===== src/rtl/gsm_sms_tx_pkg.sv =====
// Shared definitions for the GSM SMS transmitter.
//   state_t      : FSM state encoding
//   req_t        : one metering request {energy, level}
//   ASC_*        : ASCII constants used in the frame "E=ddddd,L\r"
//   FRAME_LEN    : bytes per SMS frame
//   dd_adjust()  : double-dabble "add 3 if >= 5" step over five BCD digits
//   level_char() : alert level -> 'N' / 'W' / 'C'
package gsm_sms_tx_pkg;

  typedef enum logic [2:0] {
    S_IDLE, S_CONVERT, S_LOAD, S_TX, S_WAIT_ACK, S_DONE, S_FAIL
  } state_t;

  typedef struct packed {
    logic [15:0] energy;
    logic [1:0]  level;
  } req_t;

  localparam logic [7:0] ASC_E     = 8'h45;
  localparam logic [7:0] ASC_EQ    = 8'h3D;
  localparam logic [7:0] ASC_COMMA = 8'h2C;
  localparam logic [7:0] ASC_N     = 8'h4E;
  localparam logic [7:0] ASC_W     = 8'h57;
  localparam logic [7:0] ASC_C     = 8'h43;
  localparam logic [7:0] ASC_CR    = 8'h0D;
  localparam logic [7:0] ASC_0     = 8'h30;
  localparam int         FRAME_LEN = 10;

  function automatic logic [19:0] dd_adjust(input logic [19:0] v);
    logic [19:0] r;
    r = v;
    for (int i = 0; i < 5; i++)
      if (r[4*i +: 4] >= 4'd5) r[4*i +: 4] = r[4*i +: 4] + 4'd3;
    return r;
  endfunction

  // Level 3 is reported as critical, same as 2.
  function automatic logic [7:0] level_char(input logic [1:0] l);
    case (l)
      2'd0:    return ASC_N;
      2'd1:    return ASC_W;
      default: return ASC_C;
    endcase
  endfunction

endpackage


===== src/rtl/gsm_sms_tx_uart.sv =====
// uart_tx_8n1: single-byte UART transmitter, 8 data bits, no parity, 1 stop bit.
//   clk, reset : clock, synchronous active-high reset
//   valid/data : byte offer; taken when valid && ready
//   ready      : idle, or in the final cycle of the stop bit (allows back-to-back bytes)
//   tx         : serial line, idle high, LSB first
module uart_tx_8n1 #(
  parameter int CLKS_PER_BIT = 4
) (
  input  logic       clk,
  input  logic       reset,
  input  logic       valid,
  input  logic [7:0] data,
  output logic       ready,
  output logic       tx
);

  localparam int CW = $clog2(CLKS_PER_BIT);

  logic          active;
  logic [CW-1:0] cnt;
  logic [3:0]    bit_idx;
  logic [9:0]    frame;   // {stop, data, start}; frame[0] is the bit on the line
  logic          last;

  assign last  = active && (bit_idx == 4'd9) && (cnt == CW'(CLKS_PER_BIT - 1));
  assign ready = !active || last;

  always_ff @(posedge clk) begin
    if (reset) begin
      active  <= 1'b0;
      cnt     <= '0;
      bit_idx <= '0;
      frame   <= '1;
      tx      <= 1'b1;
    end else if (valid && ready) begin
      active  <= 1'b1;
      cnt     <= '0;
      bit_idx <= '0;
      frame   <= {1'b1, data, 1'b0};
      tx      <= 1'b0;
    end else if (active) begin
      if (cnt == CW'(CLKS_PER_BIT - 1)) begin
        cnt <= '0;
        if (bit_idx == 4'd9) begin
          active <= 1'b0;
        end else begin
          bit_idx <= bit_idx + 4'd1;
          frame   <= {1'b1, frame[9:1]};
          tx      <= frame[1];
        end
      end else begin
        cnt <= cnt + CW'(1);
      end
    end
  end

endmodule


===== src/rtl/gsm_sms_tx.sv =====
// gsm_sms_tx: formats a metering request into "E=ddddd,L\r" and sends it to the
// GSM modem over UART 8N1, waiting for OK with retry on error/timeout.
//   clk, reset              : clock, synchronous active-high reset
//   send, energy_units,
//   alert_level             : request strobe and its payload
//   modem_cts               : modem ready, checked before each byte
//   modem_ok, modem_err     : frame acknowledge / negative acknowledge
//   uart_tx                 : serial line to the modem
//   busy                    : request in progress
//   sms_done, sms_fail      : 1-cycle completion pulses
//   drop_count              : saturating count of overwritten pending requests
module gsm_sms_tx
  import gsm_sms_tx_pkg::*;
#(
  parameter int CLKS_PER_BIT = 4,
  parameter int ACK_TIMEOUT  = 1000,
  parameter int MAX_RETRY    = 2
) (
  input  logic        clk,
  input  logic        reset,
  input  logic        send,
  input  logic [15:0] energy_units,
  input  logic [1:0]  alert_level,
  input  logic        modem_cts,
  input  logic        modem_ok,
  input  logic        modem_err,
  output logic        uart_tx,
  output logic        busy,
  output logic        sms_done,
  output logic        sms_fail,
  output logic [7:0]  drop_count
);

  localparam int AW = $clog2(ACK_TIMEOUT + 1);
  localparam int RW = (MAX_RETRY < 1) ? 1 : $clog2(MAX_RETRY + 1);

  state_t        state;
  req_t          slot;
  logic          slot_full;
  logic [1:0]    level_r;
  logic [15:0]   bin;
  logic [19:0]   bcd, bcd_adj;
  logic [3:0]    step;
  logic [3:0]    byte_idx;
  logic          tx_valid, tx_ready;
  logic [7:0]    tx_data, frame_byte;
  logic [AW-1:0] ack_cnt;
  logic [RW-1:0] retries;
  logic          busy_r, done_r, fail_r;
  logic [7:0]    drop_r;

  assign busy       = busy_r;
  assign sms_done   = done_r;
  assign sms_fail   = fail_r;
  assign drop_count = drop_r;

  always_comb bcd_adj = dd_adjust(bcd);

  always_comb begin
    frame_byte = ASC_CR;
    case (byte_idx)
      4'd0: frame_byte = ASC_E;
      4'd1: frame_byte = ASC_EQ;
      4'd2: frame_byte = ASC_0 + {4'd0, bcd[19:16]};
      4'd3: frame_byte = ASC_0 + {4'd0, bcd[15:12]};
      4'd4: frame_byte = ASC_0 + {4'd0, bcd[11:8]};
      4'd5: frame_byte = ASC_0 + {4'd0, bcd[7:4]};
      4'd6: frame_byte = ASC_0 + {4'd0, bcd[3:0]};
      4'd7: frame_byte = ASC_COMMA;
      4'd8: frame_byte = level_char(level_r);
      default: frame_byte = ASC_CR;
    endcase
  end

  always_ff @(posedge clk) begin
    if (reset) begin
      state     <= S_IDLE;
      slot      <= '0;
      slot_full <= 1'b0;
      level_r   <= '0;
      bin       <= '0;
      bcd       <= '0;
      step      <= '0;
      byte_idx  <= '0;
      tx_valid  <= 1'b0;
      tx_data   <= '0;
      ack_cnt   <= '0;
      retries   <= '0;
      busy_r    <= 1'b0;
      done_r    <= 1'b0;
      fail_r    <= 1'b0;
      drop_r    <= '0;
    end else begin
      // Any request arriving outside IDLE (including DONE/FAIL) parks in the slot.
      if (send && state != S_IDLE) begin
        slot      <= {energy_units, alert_level};
        slot_full <= 1'b1;
        if (slot_full && drop_r != 8'hFF) drop_r <= drop_r + 8'd1;
      end

      case (state)
        S_IDLE: begin
          if (send || slot_full) begin
            // A fresh strobe beats the parked request, which is then lost.
            level_r <= send ? alert_level  : slot.level;
            bin     <= send ? energy_units : slot.energy;
            if (send && slot_full && drop_r != 8'hFF) drop_r <= drop_r + 8'd1;
            slot_full <= 1'b0;
            bcd       <= '0;
            step      <= '0;
            busy_r    <= 1'b1;
            state     <= S_CONVERT;
          end
        end

        S_CONVERT: begin
          bcd  <= {bcd_adj[18:0], bin[15]};
          bin  <= {bin[14:0], 1'b0};
          step <= step + 4'd1;
          if (step == 4'd15) begin
            byte_idx <= '0;
            state    <= S_LOAD;
          end
        end

        S_LOAD: begin
          if (modem_cts) begin
            tx_valid <= 1'b1;
            tx_data  <= frame_byte;
            state    <= S_TX;
          end
        end

        // ready with no offer pending means the byte is in its last stop cycle.
        S_TX: begin
          if (tx_valid) begin
            if (tx_ready) tx_valid <= 1'b0;
          end else if (tx_ready) begin
            if (byte_idx == 4'(FRAME_LEN - 1)) begin
              ack_cnt <= '0;
              state   <= S_WAIT_ACK;
            end else begin
              byte_idx <= byte_idx + 4'd1;
              state    <= S_LOAD;
            end
          end
        end

        S_WAIT_ACK: begin
          if (modem_ok) begin
            done_r <= 1'b1;
            state  <= S_DONE;
          end else if (modem_err || ack_cnt == AW'(ACK_TIMEOUT - 1)) begin
            if (retries < RW'(MAX_RETRY)) begin
              retries  <= retries + RW'(1);
              byte_idx <= '0;
              state    <= S_LOAD;
            end else begin
              fail_r <= 1'b1;
              state  <= S_FAIL;
            end
          end else begin
            ack_cnt <= ack_cnt + AW'(1);
          end
        end

        S_DONE, S_FAIL: begin
          done_r  <= 1'b0;
          fail_r  <= 1'b0;
          retries <= '0;
          busy_r  <= 1'b0;
          state   <= S_IDLE;
        end

        default: state <= S_IDLE;
      endcase
    end
  end

  uart_tx_8n1 #(.CLKS_PER_BIT(CLKS_PER_BIT)) u_uart (
    .clk   (clk),
    .reset (reset),
    .valid (tx_valid),
    .data  (tx_data),
    .ready (tx_ready),
    .tx    (uart_tx)
  );

endmodule


===== config.mk =====
export PLATFORM = sky130hd
export DESIGN_NAME = gsm_sms_tx
export DESIGN_NICKNAME = d
export VERILOG_FILES = /design/src/rtl/gsm_sms_tx_pkg.sv /design/src/rtl/gsm_sms_tx_uart.sv /design/src/rtl/gsm_sms_tx.sv
export SDC_FILE = /design/constraint.sdc
export NUM_CORES = 1
export LEC_CHECK = 0
export CAP_MARGIN = 20
export CORE_ASPECT_RATIO = 0.5
export CORE_MARGIN = 1
export CORE_UTILIZATION = 55
export CTS_CLUSTER_DIAMETER = 100
export DETAILED_ROUTE_END_ITERATION = 8
export PLACE_DENSITY_LB_ADDON = 0.3
export SYNTH_ARGS = -nofsm -noshare
export SYNTH_HDL_FRONTEND = slang
export SYNTH_HIERARCHICAL = 1
export SYNTH_SLANG_ARGS = --single-unit

===== constraint.sdc =====
create_clock -name clk -period 5.2 [get_ports clk]
set_clock_uncertainty 0.05 [all_clocks]
set_input_delay 1.3 -clock clk [delete_from_list [all_inputs] [get_ports clk]]
set_output_delay 1.3 -clock clk [all_outputs]
set_load 0.02 [all_outputs]

==> results of run 1 <==
-- synthesized netlist by cell type (11+ instances only) --
library cell	count	area [um^2]
clkbuf_1	28	105
dfxtp_1	115	2300
ha_1	20	250
a21oi_1	82	410
o21ai_0	27	135
nand2b_1	15	93.8
mux2i_1	27	270
nand2_1	110	413
nor3_1	21	105
xnor2_1	11	96.3
o211ai_1	18	135
inv_1	21	78.8
nand3_1	31	155
nor2_1	53	199
-- area by class of cell --
| cell class | count | area, um^2 | area share [%] |
|---|---|---|---|
| Clock buffer | 22 | 494 | 7.16 |
| Clock inverter | 8 | 125 | 1.81 |
| Inverter | 21 | 78.8 | 1.14 |
| Multi-Input combinational cell | 540 | 3320 | 48.2 |
| Sequential cell | 115 | 2300 | 33.3 |
| Tap cell | 140 | 175 | 2.54 |
| Timing Repair Buffer | 42 | 404 | 5.85 |
-- per-stage QoR --
stage                     util (%)  setup slack (ns)  std cells
final                         66.7              1.76        888
after global routing          66.7              1.51        888
after CTS                     66.7              1.84        888
after detailed placement      60.8              1.49        858
after global placement        60.6              1.58        857
after floorplan                  -              2.54        721
-- state kept, by name (all words and copies together) (netlist names), 2 cells and up --
signal	flops
u_uart/frame	9
ack_cnt	10
u_uart/cnt	2
tx_data	7
drop_count	8
bin	16
bcd	20
retries	2
level_r	2
u_uart/bit_idx	4
slot	18
state	3
step	4
byte_idx	4
-- power by group through the flow --
stage,registers (W),logic [W],clock network (W)
CTS,0.00110,0.000608,0.00123
global route,0.00111,0.000678,0.00127
detailed placement,0.00111,0.000591,0
finish,0.00110,0.000610,0.00122
global placement,0.00111,0.000567,0
floorplan,0.00107,0.000496,0
-- per-layer routing --
metal / up-vias / part of all wire [%] / global-route usage (%)
li1: 2603 / - / -
met1: 2452 / 48 / 32.2
met2: 127 / 45 / 39.9
met3: 23 / 5.1 / 6.05
met4: 0 / 1.5 / 9.86
met5: - / 0 / 0
-- final timing paths --
| kind | cells after the start | slack (ns) | to |
|---|---|---|---|
| min reg2reg | 2 | 0.40 | slot[9]$_SDFFE_PP0P_ |
| max reg2reg | 5 | 2.56 | bcd[11]$_SDFFE_PP0P_ |
| max | 7 | 1.76 | bcd[11]$_SDFFE_PP0P_ |
| min | 2 | 0.40 | slot[9]$_SDFFE_PP0P_ |
-- cells by family after synthesis --
kind of cell / synth area share (%)
simple gates: 23.1
compound gates: 21.4
flops: 38.9
buf+inv: 5.09
mux: 4.56
fa+ha+maj: 4.23
xor+xnor: 2.66
other cells: 0.0633
-- worst max-delay path: stages --
cell	delay, ns
clkdlybuf4s50_1	0.45
buf_4	0.34
nor2_1	0.11
and2b_1	0.66
nor2_1	0.30
o21ai_0	0.33
a21oi_1	0.14
==> results.md, run 1 <==
Route:
- The detailed router finished its first iteration with 477 violations.
- In the final routed layout, each cell accounts on average for 15.0 um.
- For this run, design rule violations remaining after detail routing come to 0.
- For this block, the via count after detailed routing is 5205.
- In the routed layout, each cell is associated on average with a via count of 5.86.
- The remaining antenna violation count is 0.
- The detailed-routing iteration count for the pre-antenna-repair pass is 5.
- The final layout contains routed wiring with a total length of 13300 um.

Setup path:
- The startpoint identified for the worst register-to-register timing path is state[1]$_SDFFE_PP0P_.
- The type of element capturing the critical path is a flop.
- The launching element of the worst setup path is send.
- Data on the critical path is required at its endpoint by 5.40 ns.
- The startpoint-to-endpoint class of the critical path is input pin to flop.
- The worst setup path is launched from an input pin.
- The largest driver fanout on the critical path is 25.
- The data arrival time of the critical path is 3.64 ns.

Yosys:
- In this run, synthesis produced a sequential element count of 115.
- The most used flip-flop cell after synthesis is dfxtp_1.
- Synthesis handed over a netlist of 721 instances.
- The number of warnings issued by yosys is 6.
- The total nets after synthesis is 765.
- For this run, asynchronously set or reset flops after synthesis account for 0%.
- The synthesized design contains 0 enable-type register cells.
- The synthesized cell area is 5920 um^2.
- The distinct cell type count after synthesis is 71.
- The average cell area after synthesis is 8.21 um^2.
- After synthesis, flip-flops and latches occupy 38.9% of the total area.

GRT:
- The number of antenna violations at the first check in global routing is 0.
- The first global-routing pass estimated 21800 um of wire.
- The number of global-route vias before repair is 4668.
- The pin count of the biggest net entering global routing is 69.
- After global routing the overflow that remains totals 0.
- For this run, the total global-route usage over all layers was measured as 24.6%.

Floorplanning:
- The initial cell density of the core is 57.2%.
- In this run the count of I/O pins placed on the die edge is 36.
- The die outline width is 149 um.
- The die is 75.4 um tall.
- After floorplanning, the core was divided into 26 placement rows.
- The floorplan step defined a core boundary enclosing 10300 um^2.
- The die footprint is 11200 um^2.

Clock network:
- The TritonCTS buffer count is 17.
- The tree is rooted in a clkbuf_16.
- Post-CTS timing repair inserted 0 buffers for setup.
- The post-CTS resize count is 0.
- The clock tree synthesis step divided the H-tree into 4 levels.
- The buffer depth of the longest clock path is 2.
- The clock latency on the worst-skew pair is 0.41 ns.
- Clock tree synthesis found a total of 115 sinks.
- The number of buffers inserted for hold repair after clock tree synthesis is 0.
- The CTS tree is done.
- The clock-pin slew on the worst setup and hold paths is 0.05 ns.

Outcome:
- The run finished with clean final reports.

Power and ir drop:
- The internal power of the cells is 0.00203 W.
- The total power density per cell area is 424 nW/um^2.
- The relative contribution of the clock network to total power is 41.6%.
- Sequential cells burn 37.5% of the power.
- The static leakage is 2.44 nW.
- The switching power of the nets is 0.000893 W.
- In this run switching power makes up 30.5% of total power.
- The worst voltage drop across the vdd grid is 0.000225 V.
- Combinational logic is responsible for 20.8% of the overall power.
- The completed layout was analyzed and its total power is 0.00293 W.

STA:
- Subtracting the final worst setup slack from the clock period gives 3.44 ns.
- Of the available clock period, the critical path in the final layout requires 66.2%.
- The smallest hold slack is 0.402 ns.
- Setup repair after global routing left no endpoint under its margin.
- The total setup violations reported at the end of the flow is 0.
- Headroom to the max-slew limit came out at 53.2%.
- The transition time at the pin with the least slew margin is 0.701 ns.
- The count of final max-slew check failures is 0.
- The highest attainable clock frequency is 0.291 GHz.
- The aggregate negative setup slack is 0 ns.
- The number of failing hold endpoints at the final stage is 0.

Run:
- The max-cap check violation count is 0.

Place:
- The quantity of I/O buffers inserted on ports is 35.
- At the end of routability-driven placement, the weighted congestion stood at 0.831.
- After detailed placement, the total cell area comes to 6280 um^2.
- The half-perimeter wire length after detailed placement is 8380 um.

Hold path:
- The tightest min-delay check is of the flop to flop type.
- The launch instance of the worst min-delay path is slot[9]$_SDFFE_PP0P_.

Finish:
- The layout cell share with drive strength beyond 1 is 7.89%.
- For this run, the post-layout net count is 781.
- In the layout the commonest cells are dfxtp_1, nand2_1, a21oi_1.
- With fillers left out, the area of the finished cells amounts to 6900 um^2.
- The antenna diode count is 0.
- The layout overhead on the synthesized area is 16.6%.
- The number of inserted filler cells in the final layout is 855.
- The most common cell after layout, fill and taps aside is dfxtp_1.
Note: power is estimated with default switching activity, not from simulation.
==> run 2, diff against run 1 <==
CORE_UTILIZATION = 54   (was 55)
clock period = 2.95 ns   (was 5.2 ns; I/O delays follow)
==> run 2 against run 1 <==
  * Via count is 0.73% lower
  * Flip-flop and latch count stayed put
  * Final cell count is 0.90% higher
  * Clock power is 75% higher
  * Largest cell class unchanged
  * Critical path depth stayed put
==> results.md, run 2 (synthesis gave the netlist of run 1 again) <==
Clock network:
- The clock-pin slew on the worst setup and hold paths was 0.06 ns (about the same).
- The number of buffers inserted for hold repair after clock tree synthesis is 0 (unchanged).
- The number of H-tree levels is 4 (unchanged).
- The TritonCTS buffer count was 17 (unchanged).
- The clock sink total is 115 (unchanged).
- The post-CTS resize count is 0 (unchanged).
- The buffer depth of the longest clock path is 2 (unchanged).
- The clock latency on the worst-skew pair is 0.41 ns (about the same).
- The number of buffers inserted to repair setup after CTS came to 0 (unchanged).
- The cell chosen for the clock root is clkbuf_16.
- The CTS tree is done.

Finish:
- The flip-flop count of the largest register after layout was 20 (unchanged).
- From synthesis to final layout, the design area changed by 17.4%.
- In the final layout, the registers with the most flip-flops are bcd x20, slot x18, bin x16.
- The non-filler instance count after layout is 896 (+0.90%).
- The antenna diode count is 0 (unchanged).
- The largest register by flop count is bcd.
- The number of nets at the end of the flow is 787 (+0.77%).
- The post-layout instance area was 6950 um^2 (+0.72%).
- Leaving out fill and tap cells, the most frequent cells in the layout are dfxtp_1, nand2_1, a21oi_1.
- The most common cell after layout, fill and taps aside is dfxtp_1.
- The layout cell share with drive strength beyond 1 is 8.86% (+0.97 points).

Hold path:
- The tightest min-delay check is of the flop to flop type.
- The cell depth of the worst hold path came to 2 (unchanged).

Place:
- The final weighted congestion of routability-driven global placement came to 0.809 (-2.6%).
- The standard cell area after detailed placement was 6340 um^2 (+0.86%).
- The half-perimeter wire length after detailed placement is 8630 um (+3.1%).
- The number of cells in the design after placement was 864 (+0.70%).
- The quantity of I/O buffers inserted on ports is 35 (unchanged).
- The minimum setup slack after placement was 0.215 ns (-1.28 ns).

Floorplanning:
- The die outline width is 150 um (+0.91%).
- The die footprint is 11400 um^2 (+1.8%).
- The die span in y is 76.1 um (+0.90%).
- The placeable core region came to 10400 um^2 (+0.94%).
- The number of ports placed on the die boundary is 36 (unchanged).
- The initial cell density of the core is 56.7% (-0.53 points).
- The total number of placement rows is 26 (unchanged).

GRT:
- The number of global-route vias before repair is 4775 (+2.3%).
- The global-route congestion overflow total is 0 (unchanged).
- The pin count of the biggest net entering global routing is 44 (-36%).
- The wire length of the first global-routing pass is 22400 um (+2.8%).
- The number of antenna violations at the first check in global routing is 0 (unchanged).
- The total track usage is 24.4% (-0.19 points).

STA:
- The highest attainable clock frequency is 0.431 GHz.
- After layout, the worst path uses 78.7% of the clock period.
- The final critical-path setup slack came to 0.629 ns (-1.13 ns).
- The transition time at the pin with the least slew margin is 0.785 ns (+0.0834 ns).
- The number of failing hold endpoints at the final stage is 0 (unchanged).
- The total setup violations reported at the end of the flow is 0 (unchanged).
- The tightest slew margin relative to the limit is 47.7% (-5.5 points).
- The shortest period the worst path allows is 2.32 ns.
- Setup repair after global routing left no endpoint under its margin.
- The count of final max-slew check failures is 0 (unchanged).
- The aggregate negative setup slack is 0 ns (unchanged).

Setup path:
- The kind of cell with the highest combined delay along the critical path is simple AND/OR/NAND/NOR gates.
- The count of buffering cells on the critical path with inverters included is 0 (-2).
- The worst setup path is launched from a flop.
- The largest driver fanout on the critical path is 7 (-72%).
- The instance count on the critical path is 7 (unchanged).
- The critical path's largest stage delay came to 0.50 ns (-0.16 ns).
- Traced cell by cell, the critical path runs through ha_1 -> nand4b_2 -> nand2_1 -> nor2b_1 -> nor2_1 -> or4_1 -> a21oi_1.
- The logic depth of the worst register-to-register path is 7 (+2).
- Among all stages on the critical path, the largest delay is contributed by or4_1.
- The worst setup path is captured at a flop.
- The endpoint required time on the critical path came to 3.25 ns (-2.15 ns).
- The startpoint-to-endpoint class of the critical path is flop to flop.
- The data arrival time of the critical path was 2.62 ns (-1.02 ns).

Power and ir drop:
- The sequential share of power is 37.0% (-0.5 points).
- The total power after layout is 0.00519 W (+77%).
- The part of the power in combinational logic is 21.8% (+1.0 points).
- The static leakage is 2.48 nW (+1.5%).
- The switching part of the total power is 31.5% (+1.0 points).
- The relative contribution of the clock network to total power came to 41.3% (-0.3 points).
- The switching power of the nets came to 0.00164 W (+83%).
- The worst voltage drop across the vdd grid came to 0.000481 V (+110%).
- The total power density per cell area is 746 nW/um^2 (+76%).
- The internal power of the cells was 0.00355 W (+75%).

Route:
- The via density per instance is 5.77 (-1.6%).
- The vias after detailed routing is 5167 (-0.73%).
- The number of DRC markers after the initial detailed-route iteration is 339 (-29%).
- The routed wire length per instance came to 14.8 um (-1.1%).
- The remaining antenna violation count is 0 (unchanged).
- The detailed-routing iteration count for the pre-antenna-repair pass is 6 (+1).
- The number of design rule violations left after detail routing is 0 (unchanged).
- The total wire length after detailed routing is 13300 um (-0.23%).

Outcome:
- The run finished with clean final reports.

Run:
- The max-cap check violation count is 0 (unchanged).
-- run 2: per-stage QoR --
stage          utilization [%]  hold slack, ns
6_report                  66.6           0.402
5_1_grt                   66.6           0.421
4_1_cts                   66.6           0.404
2_1_floorplan                -           0.382
3_3_place_gp              60.7           0.389
3_5_place_dp              60.7           0.395
-- run 2: worst min-delay path: stages, from the launching register on --
cell and delay (ns):
dfxtp_1 0.31, nand2_1 0.05, a21oi_1 0.05
-- run 2: layout make-up --
| type | instances | area (um^2) |
|---|---|---|
| Multi-Input combinational cell | 540 | 3320 |
| Clock inverter | 14 | 176 |
| Inverter | 21 | 78.8 |
| Fill cell | 855 | 3490 |
| Timing Repair Buffer | 48 | 458 |
| Clock buffer | 18 | 439 |
| Sequential cell | 115 | 2300 |
| Tap cell | 140 | 175 |
-- run 2: power groups by stage --
stage | clock network [W] | logic (W) | registers (W)
after floorplan | 0 | 0.000874 | 0.00188
after global placement | 0 | 0.00109 | 0.00194
after detailed placement | 0 | 0.00111 | 0.00194
after CTS | 0.00218 | 0.00113 | 0.00191
after global routing | 0.00224 | 0.00126 | 0.00194
final | 0.00214 | 0.00113 | 0.00192
-- run 2: worst paths after layout --
check,start,endpoint,slack [ns]
setup reg to reg,u_uart/cnt[0]$_SDFFE_PP0P_,byte_idx[1]$_SDFFE_PP0P_,0.63
hold / removal,bin[8]$_SDFFE_PP0P_,bin[9]$_SDFFE_PP0P_,0.40
hold reg to reg,bin[8]$_SDFFE_PP0P_,bin[9]$_SDFFE_PP0P_,0.40
setup / recovery,u_uart/cnt[0]$_SDFFE_PP0P_,byte_idx[1]$_SDFFE_PP0P_,0.63
-- run 2: layer usage --
layer / GRT usage (%) / vias up / share of wire [%]
li1: - / 2602 / -
met1: 33.4 / 2427 / 49
met2: 37.6 / 122 / 46
met3: 6.35 / 16 / 4.6
met4: 7.47 / 0 / 1.2
met5: 0 / - / 0
==> RTL change 1 (settings of run 2) <==
`CLKS_PER_BIT` is set to 4 in 2 places; all go to 16.
--- a/src/rtl/gsm_sms_tx_uart.sv
+++ b/src/rtl/gsm_sms_tx_uart.sv
@@ -4,7 +4,7 @@
 //   ready      : idle, or in the final cycle of the stop bit (allows back-to-back bytes)
 //   tx         : serial line, idle high, LSB first
 module uart_tx_8n1 #(
-  parameter int CLKS_PER_BIT = 4
+  parameter int CLKS_PER_BIT = 16
 ) (
   input  logic       clk,
   input  logic       reset,
--- a/src/rtl/gsm_sms_tx.sv
+++ b/src/rtl/gsm_sms_tx.sv
@@ -12,7 +12,7 @@
 module gsm_sms_tx
   import gsm_sms_tx_pkg::*;
 #(
-  parameter int CLKS_PER_BIT = 4,
+  parameter int CLKS_PER_BIT = 16,
   parameter int ACK_TIMEOUT  = 1000,
   parameter int MAX_RETRY    = 2
 ) (
Behaviour: same outputs for any inputs over 4 cycles, from zero or initial values and one cycle with reset high; that may be too few to reach the edited logic, so the function may still have changed.
==> RTL change 1 against run 2 <==
Critical endpoint unchanged; worst setup slack lost 0.18 ns; sequential cell count is 2 higher; die area is 1.4% higher; non-clock buffer count down 3; count of clock-buffer cells in the layout is 1 higher; total power rose by 5.7%; sequential share of layout area is essentially flat; wire length increased by 1.7%; synthesized area grew 1.4%; final area grew 1.9%.
==> RTL change 1: results (changes against run 2) <==
status: "finished, final reports clean"
cp.arrival_ns: 2.79  # +0.17 ns
ir_worst_vdd_mv: 0.400  # -17%
dp_slack_ns: 0.251  # +0.0359 ns
routed_wl_um: 13500  # +1.7%
grt_max_degree: 48  # +9.1%
drt-pass1-iter-count: 5  # -1
place.detailed.hpwl_um: 8500  # -1.5%
fin_cells: 921  # +2.8%
grt_pass1_wl_um: 22700  # +1.4%
cp-endpoint: "byte_idx[1]"
dpl_cell_area_um2: 6400  # +1.0%
place_inst: 889  # +2.9%
ys_top_cells_by_count: "117 x dfxtp_1, 114 x nand2_1, 83 x a21oi_1"
yosys-top-cells-area: "dfxtp_1 39%, nand2_1 7.1%, a21oi_1 6.9%, mux2i_1 4.3%, ha_1 4.2%"
synth_seq_area_share: 0.390  # +0.00132
grt_pass1_vias: 4851  # +1.6%
synth_cell_types: 71  # unchanged
dr.first_iter.drc_count: 441  # +30%
synth_fp_nets: 791  # +3.4%
holdWs_ns: 0.402  # +0.000144 ns
avgSynthCellArea_um2: 8.04  # -2.1%
gp_congestion: 0.834  # +3.0%
ys_warn_count: 6  # unchanged
drive_gt1_frac: 0.0781  # -0.0105
timing.reg2reg.setup_slack_ns: 0.45  # -0.18 ns
hold_end: "slot[11]"
worstSkewPairLatency_ns: 0.41  # about the same
min_period_over_period: 0.847  # +0.0603
top_regs: "bcd x20, slot x18, bin x16"
cts.clk_slew.worst_paths_ns: 0.06  # about the same
grt_usage: 0.245  # +0.00114
via_per_inst: 5.92  # +2.6%
startpoint: "u_uart/cnt[0]"
nNetsFinal: 812  # +3.2%
leakagePower_nw: 2.55  # +2.7%
cp_max_fo: 6  # -1
tightest_slew_ns: 0.738  # -0.0466 ns
min_from: "slot[11]"
diodes: 0  # unchanged
==> RTL change 1: cell count changes after synthesis, sizes merged, moves of 3 or more <==
cell | before | now
inv | 21 | 24
nand2 | 110 | 114
nand2b | 17 | 9
nor2 | 53 | 67
nor3 | 21 | 28
o221a | 5 | 0
o31ai | 1 | 8
==> RTL change 1: power by group <==
part           total, mW  leakage (nW)  internal [mW]  switching (mW)
clock               2.37         0.329           1.63           0.740
combinational       1.14          1.27          0.428           0.709
sequential          1.98         0.950           1.79           0.191
total               5.48          2.55           3.84            1.64
==> RTL change 1: critical path: cells and delay by family (launching register included) <==
kind | cells | cell delay [ns]
DFF | 1 | 0.39
and+or+nand+nor | 4 | 1.17
adders and majority gates | 1 | 0.28
AOI/OAI and AO/OA | 2 | 0.54
==> RTL change 1: routing by layer <==
metal | global-route usage | vias to the layer above | part of all wire
met4 | 0.101 | 0 | 0.017
met3 | 0.0503 | 24 | 0.043
met2 | 0.378 | 163 | 0.45
met5 | 0 | - | 0
li1 | - | 2695 | -
met1 | 0.332 | 2566 | 0.49
==> RTL change 1: final cells by class <==
class,count,area (um2)
Clock buffer,19,453
Inverter,25,93.8
Multi-Input combinational cell,562,3370
Fill cell,860,3420
Timing Repair Buffer,45,423
Clock inverter,13,228
Sequential cell,117,2340
Tap cell,140,175
==> RTL change 1: cells by family after synthesis <==
family                   after synthesis  synth area share
adder cells (fa/ha/maj)               20            0.0417
flip-flops                           117             0.390
AND/OR/NAND/NOR                      298             0.234
multiplexers                          27            0.0452
AO/OA/AOI/OAI                        198             0.212
buffers and inverters                 68            0.0496
XOR/XNOR                              18            0.0263
other                                  1          0.000625
==> RTL change 2 (flow settings as in run 2) <==
Made on the original files. Reset style: asynchronous (`reset`), changed in 2 clocked blocks. Comments in the files are not updated.
--- a/src/rtl/gsm_sms_tx_uart.sv
+++ b/src/rtl/gsm_sms_tx_uart.sv
@@ -25,7 +25,7 @@
   assign last  = active && (bit_idx == 4'd9) && (cnt == CW'(CLKS_PER_BIT - 1));
   assign ready = !active || last;
 
-  always_ff @(posedge clk) begin
+  always_ff @(posedge clk or posedge reset) begin
     if (reset) begin
       active  <= 1'b0;
       cnt     <= '0;
--- a/src/rtl/gsm_sms_tx.sv
+++ b/src/rtl/gsm_sms_tx.sv
@@ -72,7 +72,7 @@
     endcase
   end
 
-  always_ff @(posedge clk) begin
+  always_ff @(posedge clk or posedge reset) begin
     if (reset) begin
       state     <= S_IDLE;
       slot      <= '0;
Formal check against the unedited RTL: differs if reset is asserted again (counterexample within 4 cycles, from zero or initial values and one cycle with reset high); with reset held inactive, the same outputs for 10 cycles.
==> RTL change 2 against run 2 <==
Sequential power up 37%; wire length shrank 5.7%; utilization rose by 1.9 points; final area rose by 3.7%; synthesized cell count decreased by 14%; sequential cell count unchanged; sequential share of layout area up 6.9 points; die area increased by 2.2%; synthesized area rose by 2.2%; total power rose by 36%; worst setup slack worse by 0.17 ns; non-clock buffer count down 2.
==> RTL change 2: results (changes against run 2) <==
dpl_cell_area_um2: 6550  # +3.3%
max-slew-margin-rel: 0.573  # +0.0966
status: "finished, final reports clean"
dr.first_iter.drc_count: 315  # -7.1%
synth_adder_area_share: 0.0413  # -0.000917
routedWlPerCell_um: 15.6  # +5.2%
syn_to_final_growth_pct: 19.2
place.detailed.hpwl_um: 7910  # -8.4%
crit_family: "compound AO/OA/AOI/OAI gates"
leakagePower_nw: 3.05  # +23%
ir_worst_vdd_mv: 0.596  # +24%
drt-pass1-iter-count: 5  # -1
top_layer: "met4"
gp_congestion: 0.822  # +1.6%
met3_usage: 0.0583  # -0.00514
use_met2: 0.371  # -0.00502
grt_pass1_wl_um: 22000  # -1.9%
cp_max_fo: 6  # -1
muxShareOfSynthArea: 0.0738  # +0.0282
place_inst: 771  # -11%
met1_usage: 0.335  # +0.000559
yosys-top-cells-area: "dfrtp_1 44%, nand2_1 5.3%, ha_1 4.1%, dfstp_2 3.9%, o21ai_1 3.9%"
synth_fp_nets: 661  # -14%
routed_wl_um: 12500  # -5.7%
grt_max_degree: 100  # +130%
route.vias.total: 4704  # -9.0%
avgSynthCellArea_um2: 9.81  # +19%
drive_gt1_frac: 0.0980  # +0.00941
wl_met1_um: 5980  # -7.4%
crit_path_top_delay_cell: "a22oi_1"
nNetsFinal: 694  # -12%
grt_usage: 0.242  # -0.00231
synth_compound_area_frac: 0.190  # -0.0243
synth_cell_types: 64  # -9.9%
synth-async-reset-ratio: 1.00  # +1.00
synth-main-ff-cell: "dfrtp_1"
met3_length_um: 429  # -30%
nFillCells: 829  # -3.0%
cp.arrival_ns: 2.76  # +0.14 ns
synth_seq_area_share: 0.477  # +0.0885
synth_xor_area_frac: 0.0318  # +0.00521
-- RTL change 2: cell count changes after synthesis, sizes merged, moves of 8 or more --
cell           run 2  this run
nor2              53        36
dfstp              0         9
a31oi             10         1
nor3              21         8
o211ai            19         4
dfrtp              0       106
o21ai             30        64
a21oi             82        31
nand3             31        13
nand2            110        85
mux2               0        21
xor2               7        15
dfxtp            115         0
o22ai              1        16
-- RTL change 2: path summary, 6_finish.rpt --
check                         startpoint                end  slack [ns]  cells after the start
setup / recovery           u_uart/cnt[0]        byte_idx[3]        0.46                      8
hold / removal                      busy               busy        0.42                      1
setup reg to reg           u_uart/cnt[0]        byte_idx[3]        0.46                      8
hold reg to reg                     busy               busy        0.42                      1
max in group asynchronous          reset           slot[10]        1.65                      3
min in group asynchronous          reset  u_uart/bit_idx[2]        0.72                      2
-- RTL change 2: cell type report --
| class | instances | share of cell area |
|---|---|---|
| Clock buffer | 18 | 0.0609 |
| Multi-Input combinational cell | 447 | 0.409 |
| Timing Repair Buffer | 46 | 0.0617 |
| Sequential cell | 115 | 0.400 |
| Tap cell | 140 | 0.0243 |
| Clock inverter | 14 | 0.0314 |
| Inverter | 23 | 0.0125 |
-- RTL change 2: cells by family after synthesis --
logic type	after synthesis
AOI/OAI and AO/OA	174
xor gates and xnor gates	22
adders and majority gates	20
buffers and inverters	55
DFF	115
muxes	42
other	1
and+or+nand+nor	188
-- RTL change 2: report_power, final --
part           switching (mW)  total (mW)  leakage, nW  internal (mW)
Sequential              0.501        2.63         1.41           2.13
Clock                   0.783        2.32        0.317           1.53
Combinational            1.17        2.12         1.32          0.950
Total                    2.45        7.06         3.05           4.61
